[config.mk]
export PLATFORM = sky130hd
export DESIGN_NAME = viterbi_acs
export DESIGN_NICKNAME = d
export VERILOG_FILES = /design/src/rtl/viterbi_acs.sv
export SDC_FILE = /design/constraint.sdc
export NUM_CORES = 1
export LEC_CHECK = 0
export BUFFER_PORTS_ARGS = -buffer_cell sky130_fd_sc_hd__buf_4
export CAP_MARGIN = 10
export CORE_MARGIN = 2
export CORE_UTILIZATION = 55
export DETAILED_ROUTE_END_ITERATION = 7
export PLACE_DENSITY_LB_ADDON = 0.1
export SLEW_MARGIN = 20
export SYNTH_ARGS = -nofsm -noshare
export SYNTH_HDL_FRONTEND = slang
export SYNTH_SLANG_ARGS = --single-unit
export TNS_END_PERCENT = 50
[constraint.sdc]
create_clock -name clk -period 11.3 [get_ports clk]
set_input_delay 1.695 -clock clk [delete_from_list [all_inputs] [get_ports clk]]
set_output_delay 1.695 -clock clk [all_outputs]
set_load 0.03 [all_outputs]
[src/rtl/viterbi_acs.sv]
// Add-compare-select stage for the rate-1/2, K=3 (7,5) hard-decision Viterbi decoder.
// Optional metric normalization is enabled by defining VITERBI_ACS_NORM_EN.
module viterbi_acs #(
  parameter int FRAME_LEN = 8,
  parameter int PM_W      = 6,
  parameter int INIT_PM   = 16
) (
  input  logic            clk,
  input  logic            rst,
  input  logic            start,
  input  logic            in_valid,
  input  logic [1:0]      rx_sym,
  output logic            in_ready,
  output logic            prv_st_00,
  output logic            prv_st_01,
  output logic            prv_st_10,
  output logic            prv_st_11,
  output logic            en_mem,
  output logic [PM_W-1:0] pm_00,
  output logic [PM_W-1:0] pm_01,
  output logic [PM_W-1:0] pm_10,
  output logic [PM_W-1:0] pm_11,
  output logic [1:0]      best_st,
  output logic            frame_done,
  output logic [1:0]      dbg_state
);

  // Handshake: a symbol is consumed on a rising clk where in_valid && in_ready;
  // in_ready depends only on the FSM state, never on in_valid.
  typedef enum logic [1:0] {S_IDLE = 2'd0, S_RUN = 2'd1, S_DRAIN = 2'd2} state_t;

  localparam int CNT_W = $clog2(FRAME_LEN + 1);
  localparam logic [PM_W-1:0] INIT_V = PM_W'(INIT_PM);

  state_t            state_q, state_d;
  logic [CNT_W-1:0]  cnt_q, cnt_d;
  logic [PM_W-1:0]   pm_q [4];
  logic [PM_W-1:0]   pm_d [4];
  logic [3:0]        prv_q, prv_d;
  logic [1:0]        best_q, best_d;
  logic              en_mem_q, en_mem_d;
  logic              done_q, done_d;

  logic [PM_W-1:0]   acs_pm [4];
  logic [PM_W-1:0]   upd_pm [4];
  logic [3:0]        acs_dec;
  logic [1:0]        best_v;
  logic [PM_W-1:0]   min_v;

  function automatic logic [PM_W-1:0] sat_add(input logic [PM_W-1:0] a, input logic [1:0] b);
    logic [PM_W:0] sum;
    sum = {1'b0, a} + {{(PM_W-1){1'b0}}, b};
    return sum[PM_W] ? {PM_W{1'b1}} : sum[PM_W-1:0];
  endfunction

  // Hamming distance between rx and the branch label entering ns from predecessor {ns[0], k}.
  function automatic logic [1:0] branch_bm(input logic [1:0] ns, input logic k,
                                           input logic [1:0] rx);
    logic c0, c1;
    c0 = ns[1] ^ ns[0] ^ k;
    c1 = ns[1] ^ k;
    return {1'b0, rx[1] ^ c0} + {1'b0, rx[0] ^ c1};
  endfunction

  for (genvar g = 0; g < 4; g++) begin : g_acs
    localparam logic [1:0] NS = 2'(g);
    logic [PM_W-1:0] cand0, cand1;
    assign cand0      = sat_add(pm_q[{NS[0], 1'b0}], branch_bm(NS, 1'b0, rx_sym));
    assign cand1      = sat_add(pm_q[{NS[0], 1'b1}], branch_bm(NS, 1'b1, rx_sym));
    assign acs_dec[g] = (cand1 < cand0);
    assign acs_pm[g]  = acs_dec[g] ? cand1 : cand0;
  end

`ifdef VITERBI_ACS_NORM_EN
  logic all_hi;
  assign all_hi = acs_pm[0][PM_W-1] & acs_pm[1][PM_W-1] & acs_pm[2][PM_W-1] & acs_pm[3][PM_W-1];

  // Common subtraction of 2^(PM_W-1) keeps every ordering, so decisions and best_st are unaffected.
  always_comb begin
    for (int i = 0; i < 4; i++) begin
      upd_pm[i] = acs_pm[i];
      if (all_hi) upd_pm[i][PM_W-1] = 1'b0;
    end
  end
`else
  always_comb begin
    for (int i = 0; i < 4; i++) upd_pm[i] = acs_pm[i];
  end
`endif

  always_comb begin
    best_v = 2'd0;
    min_v  = acs_pm[0];
    for (int i = 1; i < 4; i++) begin
      if (acs_pm[i] < min_v) begin
        min_v  = acs_pm[i];
        best_v = 2'(i);
      end
    end
  end

  always_comb begin
    state_d  = state_q;
    cnt_d    = cnt_q;
    pm_d     = pm_q;
    prv_d    = prv_q;
    best_d   = best_q;
    en_mem_d = 1'b0;
    done_d   = 1'b0;
    case (state_q)
      S_IDLE: begin
        if (start) begin
          pm_d[0] = '0;
          pm_d[1] = INIT_V;
          pm_d[2] = INIT_V;
          pm_d[3] = INIT_V;
          best_d  = 2'd0;
          cnt_d   = '0;
          state_d = S_RUN;
        end
      end
      S_RUN: begin
        if (in_valid) begin
          pm_d     = upd_pm;
          prv_d    = acs_dec;
          best_d   = best_v;
          en_mem_d = 1'b1;
          if (cnt_q == CNT_W'(FRAME_LEN - 1)) begin
            cnt_d   = '0;
            state_d = S_DRAIN;
          end else begin
            cnt_d = cnt_q + 1'b1;
          end
        end
      end
      S_DRAIN: begin
        // First DRAIN cycle still shows the last decision; FRAME_LEN traceback cycles follow it.
        if (cnt_q == CNT_W'(FRAME_LEN)) begin
          cnt_d   = '0;
          done_d  = 1'b1;
          state_d = S_IDLE;
        end else begin
          cnt_d    = cnt_q + 1'b1;
          en_mem_d = 1'b1;
        end
      end
      default: state_d = S_IDLE;
    endcase
  end

  always_ff @(posedge clk or posedge rst) begin
    if (rst) begin
      state_q  <= S_IDLE;
      cnt_q    <= '0;
      pm_q[0]  <= '0;
      pm_q[1]  <= INIT_V;
      pm_q[2]  <= INIT_V;
      pm_q[3]  <= INIT_V;
      prv_q    <= '0;
      best_q   <= 2'd0;
      en_mem_q <= 1'b0;
      done_q   <= 1'b0;
    end else begin
      state_q  <= state_d;
      cnt_q    <= cnt_d;
      pm_q     <= pm_d;
      prv_q    <= prv_d;
      best_q   <= best_d;
      en_mem_q <= en_mem_d;
      done_q   <= done_d;
    end
  end

  assign in_ready   = (state_q == S_RUN);
  assign prv_st_00  = prv_q[0];
  assign prv_st_01  = prv_q[1];
  assign prv_st_10  = prv_q[2];
  assign prv_st_11  = prv_q[3];
  assign en_mem     = en_mem_q;
  assign pm_00      = pm_q[0];
  assign pm_01      = pm_q[1];
  assign pm_10      = pm_q[2];
  assign pm_11      = pm_q[3];
  assign best_st    = best_q;
  assign frame_done = done_q;
  assign dbg_state  = state_q;

endmodule
* Word-level counts from Yosys, hierarchy flattened *
Cells that the tools add are included.

word-level totals
  memories kept = 0
  bits in read-only memories = 0
  memory bits (writable) = 0
  bits in registers = 38
  latch bits = 0

operators by class
  bitwise operators = 2
  equal/unequal tests = 8
  $mul = 0
  reduce and logical (&&, ||, !) cells = 7
  shifts and indexed selects = 0
  add/sub/neg operators = 13
  magnitude comparators = 7
  divide/modulo/power cells = 0
  multiplexer cells = 38

operator list
  operator               number
  $mux W6                14
  $add A6 B2 Y7          8
  $mux W24               2
  $pmux W24 S2           1
  $lt A6 B6 Y1           7
  $mux W2                8
  $mux W4                4
  $pmux W4 S3            1
  $add A1 B1 Y2          4
  $ne A2 B2 Y1 const B   3
  $pmux W2 S3            1
  $reduce_and A3 Y1      2
  $mux W1                5
  $add A4 B1 Y4 const B  1
  $eq A4 B3 Y1 const B   1
  $eq A4 B4 Y1 const B   1
  $pmux W2 S2            1
  $reduce_and A4 Y1      1
  $reduce_bool A3 Y1     1
  $eq A2 B1 Y1 const B   1
  $eq A2 B2 Y1 const B   1
  $logic_not A2 Y1       1
  $ne A2 B1 Y1 const B   1
  $not A1 Y1             2
  other kinds (3)        3

* Depth between registers and ports, before layout *
  depth after elaboration = 14
  mapped depth = 42

* Worst setup path after synthesis *
No wires, ideal clock.

  path type = input port to flip-flop
  start point = in rx_sym[0]
  end point = reg best_q[0] (netlist: best_st[0])
  arrival = 8317 ps
  stages on the path = 41
  setup slack = 2843 ps
  cells stage by stage = inv_1 -> ha_1 -> ha_1 -> ha_1 -> a21oi_2 -> o21ai_0 -> mux2i_1 -> inv_1 -> ha_1 -> nand3_1 -> a21oi_1 -> o21ai_0 -> a31oi_4 -> nor2_1 -> a21oi_1 -> inv_1 -> ha_1 -> a211oi_1 -> [... 5 more ...] -> inv_1 -> ha_1 -> a21o_1 -> a21o_1 -> a21oi_1 -> nand2_1 -> nand2_1 -> a21oi_1 -> nand3_1 -> nand3b_4 -> mux2_4 -> ha_1 -> nand3_1 -> nor2_1 -> nand2b_1 -> a2111oi_0 -> nand3b_1 -> o221ai_1

between the ends
  word-level cells in the longest chain between the ends = 14

ends and longest elaborated chain
  item                  RTL line  RTL
  from (decl)           12        input logic [1:0] rx_sym,
  $not A1 Y1 (no line)  -
  $add A1 B1 Y2         62        return {1'b0, rx[1] ^ c0} + {1'b0, rx[0] ^ c1};
  $add A6 B2 Y7         52        sum = {1'b0, a} + {{(PM_W-1){1'b0}}, b};
  $mux W6               53        return sum[PM_W] ? {PM_W{1'b1}} : sum[PM_W-1:0];
  $lt A6 B6 Y1          70        assign acs_dec[g] = (cand1 < cand0);
  $mux W6               71        assign acs_pm[g] = acs_dec[g] ? cand1 : cand0;
  $lt A6 B6 Y1          95        if (acs_pm[i] < min_v) begin
  $mux W6               95
  $lt A6 B6 Y1          95
  $mux W6               95
  $lt A6 B6 Y1          95
  $mux W2 *             95
  $mux W2 *             123       if (in_valid) begin
  $pmux W2 S2 *         110       case (state_q)
  to (signal assigned)  168       best_q <= best_d;
  to (decl)             40        logic [1:0] best_q, best_d;

Every way passes the cells marked *; elsewhere a longest branch is shown, timed or not. The select of a mux whose other input is x is not followed.
A chain may end at the register's enable or synchronous reset.

* Worst setup path in the final report *
Ends and elaborated chain as after synthesis.

==> metrics <==
outcome completed; flops & latches, synth 38; Port Buffers 40; CTS sink count 38; critical path class input pin to flip-flop; FF-to-FF End best_st[0]$_DFFE_PP0P_; Fmax 107 MHz; Routability Congestion 0.887; P&R area growth vs syn 9.63%; crit path from rx_sym[0]; grt total ovfl 0; Sw Ratio 0.535; CP startpoint kind input pin; CP arrival 9.53 ns; Max VDD drop 0.000167 V; Slew @ Worst Pin 0.619 ns; maximum fanout along the worst path 8; critical path depth 39; CTS tree built; fillcell total 729; syn_area_per_cell 8.38 sq um; top post-synthesis cells by area dfrtp_1, ha_1, mux2i_1, o21ai_0, a21oi_1; Antenna Cells 0; CTS resizes 0; Die Wd 93.2 um; fin crit share 0.829; Hold Crit Start prv_q[3]$_DFFE_PP0P_; Crit-path slowest cell mux2i_1; Combinational Power Share 0.783; die height 93.2 um; Core Region 7730 sq um; DR iter-0 viols 204; Tot GR Track Use 0.272; via count 3,885; initial antenna violation count 0; Rel. slew slack 0.583; Post-Syn Instances 523; post-synthesis async set-or-reset flop share 1.00; Initial Util 0.567; hold-fix buffers at CTS 0; vias in the first global route 3,616; Ys Warns 0; Clock Skew 0.00434 ns; Max Cap Violations 0; leakage 2.28 nW; clock power share 0.065; # nets final 616; Synth cell types 62; clk buf depth 2; delay-heaviest family, CP compound AO/OA/AOI/OAI gates; data required time of the worst path 11.46 ns; Reg power frac 0.152; fraction of layout cells with a size suffix above 1 0.166; Post-CTS Setup Bufs 0; Hold Fails Final Rpt 0; clock slew at reported path FFs 0.08 ns; pwr/cell area 319 nW/um^2; total power 1.53 mW; detailed placement HPWL 8970 um; P_int 0.713 mW; worst min-delay path class flip-flop to flip-flop; Post-synth EDFFs 0; Synth Cell Area 4380 sq um; post-synthesis sequential area ratio 0.218; # DRC 0; First-pass DRT Iterations 5; setup_tns 0 ns; min cycle time layout 9.37 ns; FF-to-FF path depth 35; Most common cell on crit path ha_1; fin util 0.621; clk_lat worst skew 0.29 ns; first-pass GRT wire length 18,700 um; Worst Path Buf+Inv 4; total CTS buffers 5; row count 32; CP Capture Point best_st[0]$_DFFE_PP0P_; Critical Path Max Stage Delay 0.43 ns; largest net degree at the start of global routing 39; Ports 41; reg2reg start pm_11[1]$_DFFE_PP0P_; die outline area 8690 sq um; syn nets 586; CTS H-tree depth 2; RSZ-0062 raised after global routing false; wire per inst 17.4 um; Max Slew Vio Count 0; Synth area leader dfrtp_1; multi-input logic area 3170 sq um; P_sw 0.820 mW; ANT nets after route 0; Vias/cell 5.92; WL final 11,400 um; Root Driver clkbuf_8; worst reg-to-reg setup slack 3.50 ns; Yosys top cell area share 0.200; Worst setup EP type flip-flop; most common flop cell mapped by yosys dfrtp_1; Seq. cell area 955 sq um; Final setup viols 0
## flip-flops by register name, indices dropped and copies added, names as in the netlist
register,flops
best_st,2
cnt_q,4
dbg_state,2
en_mem,1
frame_done,1
pm_00,6
pm_01,6
pm_10,6
pm_11,6
prv_q,4
## cell families after synthesis
group                      Yosys count  synth area share
buffers and inverters               55            0.0583
adders and majority gates           58             0.166
and+or+nand+nor                    160             0.185
AOI/OAI and AO/OA                  149             0.226
xor gates and xnor gates            22            0.0440
DFF                                 38             0.218
muxes                               41             0.103
## power groups by stage
stage / Clock [mW] / Combinational, mW / Sequential [mW]
3_3_place_gp: 0 / 1.17 / 0.233
6_report: 0.0995 / 1.20 / 0.233
4_1_cts: 0.100 / 1.19 / 0.232
5_1_grt: 0.107 / 1.32 / 0.240
3_5_place_dp: 0 / 1.18 / 0.234
2_1_floorplan: 0 / 0.875 / 0.271
## final cells by class
type | instances | area share
Inverter | 34 | 0.0266
Sequential cell | 38 | 0.199
Clock inverter | 1 | 0.00104
Multi-Input combinational cell | 430 | 0.660
Tap cell | 102 | 0.0266
Timing Repair Buffer | 44 | 0.0688
Clock buffer | 7 | 0.0180
## Yosys cell counts (3+ instances only)
master    number
a21o_1         8
a21oi_1       41
a21oi_2        6
a22o_1        12
and4_1         3
buf_2          9
buf_6          4
clkbuf_1       6
dfrtp_1       35
dfstp_2        3
ha_1          57
inv_1         34
mux2_2         8
mux2_4         5
mux2i_1       26
nand2_1       53
nand2b_1       9
nand3_1       10
nand3b_1       5
nand4_1        6
nor2_1        39
nor2b_1       11
nor3_1         4
nor3b_1        3
o21a_1         6
o21ai_0       46
o21ai_1        3
o22a_1         3
or2_2          3
xnor2_1       11
xor2_1        11
## routing by layer
layer | part of all wire | routed length (um) | GRT usage
met1 | 0.50 | 5700 | 0.415
met2 | 0.45 | 5140 | 0.427
met3 | 0.044 | 507 | 0.0250
met4 | 0.0050 | 57 | 0.0343
met5 | 0 | 0 | 0
## placed cells by master (no fill, tap or decap), types with 8 or more instances in the layout
cell	instances
a21o_1	8
a21oi_1	41
a22o_1	12
buf_4	44
dfrtp_1	35
ha_1	57
inv_1	34
mux2_2	8
mux2i_1	26
nand2_1	53
nand2b_1	9
nand3_1	10
nor2_1	39
nor2b_1	11
o21ai_0	45
xnor2_1	11
xor2_1	11
## worst min-delay path: stages, from the launching register on
cell,delay [ns]
dfrtp_1,0.35
nand2_1,0.04
o21ai_0,0.07
## worst min path at each step
stage,end,depth (start not counted)
4_1_cts,prv_q[3]$_DFFE_PP0P_,2
3_5_place_dp,best_st[0]$_DFFE_PP0P_,2
5_1_grt,best_st[0]$_DFFE_PP0P_,2
3_3_place_gp,prv_q[3]$_DFFE_PP0P_,2
2_1_floorplan,frame_done$_DFF_PP0_,1
6_report,prv_q[3]$_DFFE_PP0P_,2
## stage by stage
step	cells	setup slack, ns	hold WS (ns)	cell area, sq um
3_3_place_gp	648	1.97	0.470	4710
3_5_place_dp	648	1.74	0.479	4710
2_1_floorplan	523	2.84	0.480	4380
5_1_grt	656	1.26	0.536	4800
4_1_cts	656	1.99	0.506	4800
6_report	656	1.93	0.501	4800
Note: power is estimated with default switching activity, not from simulation.
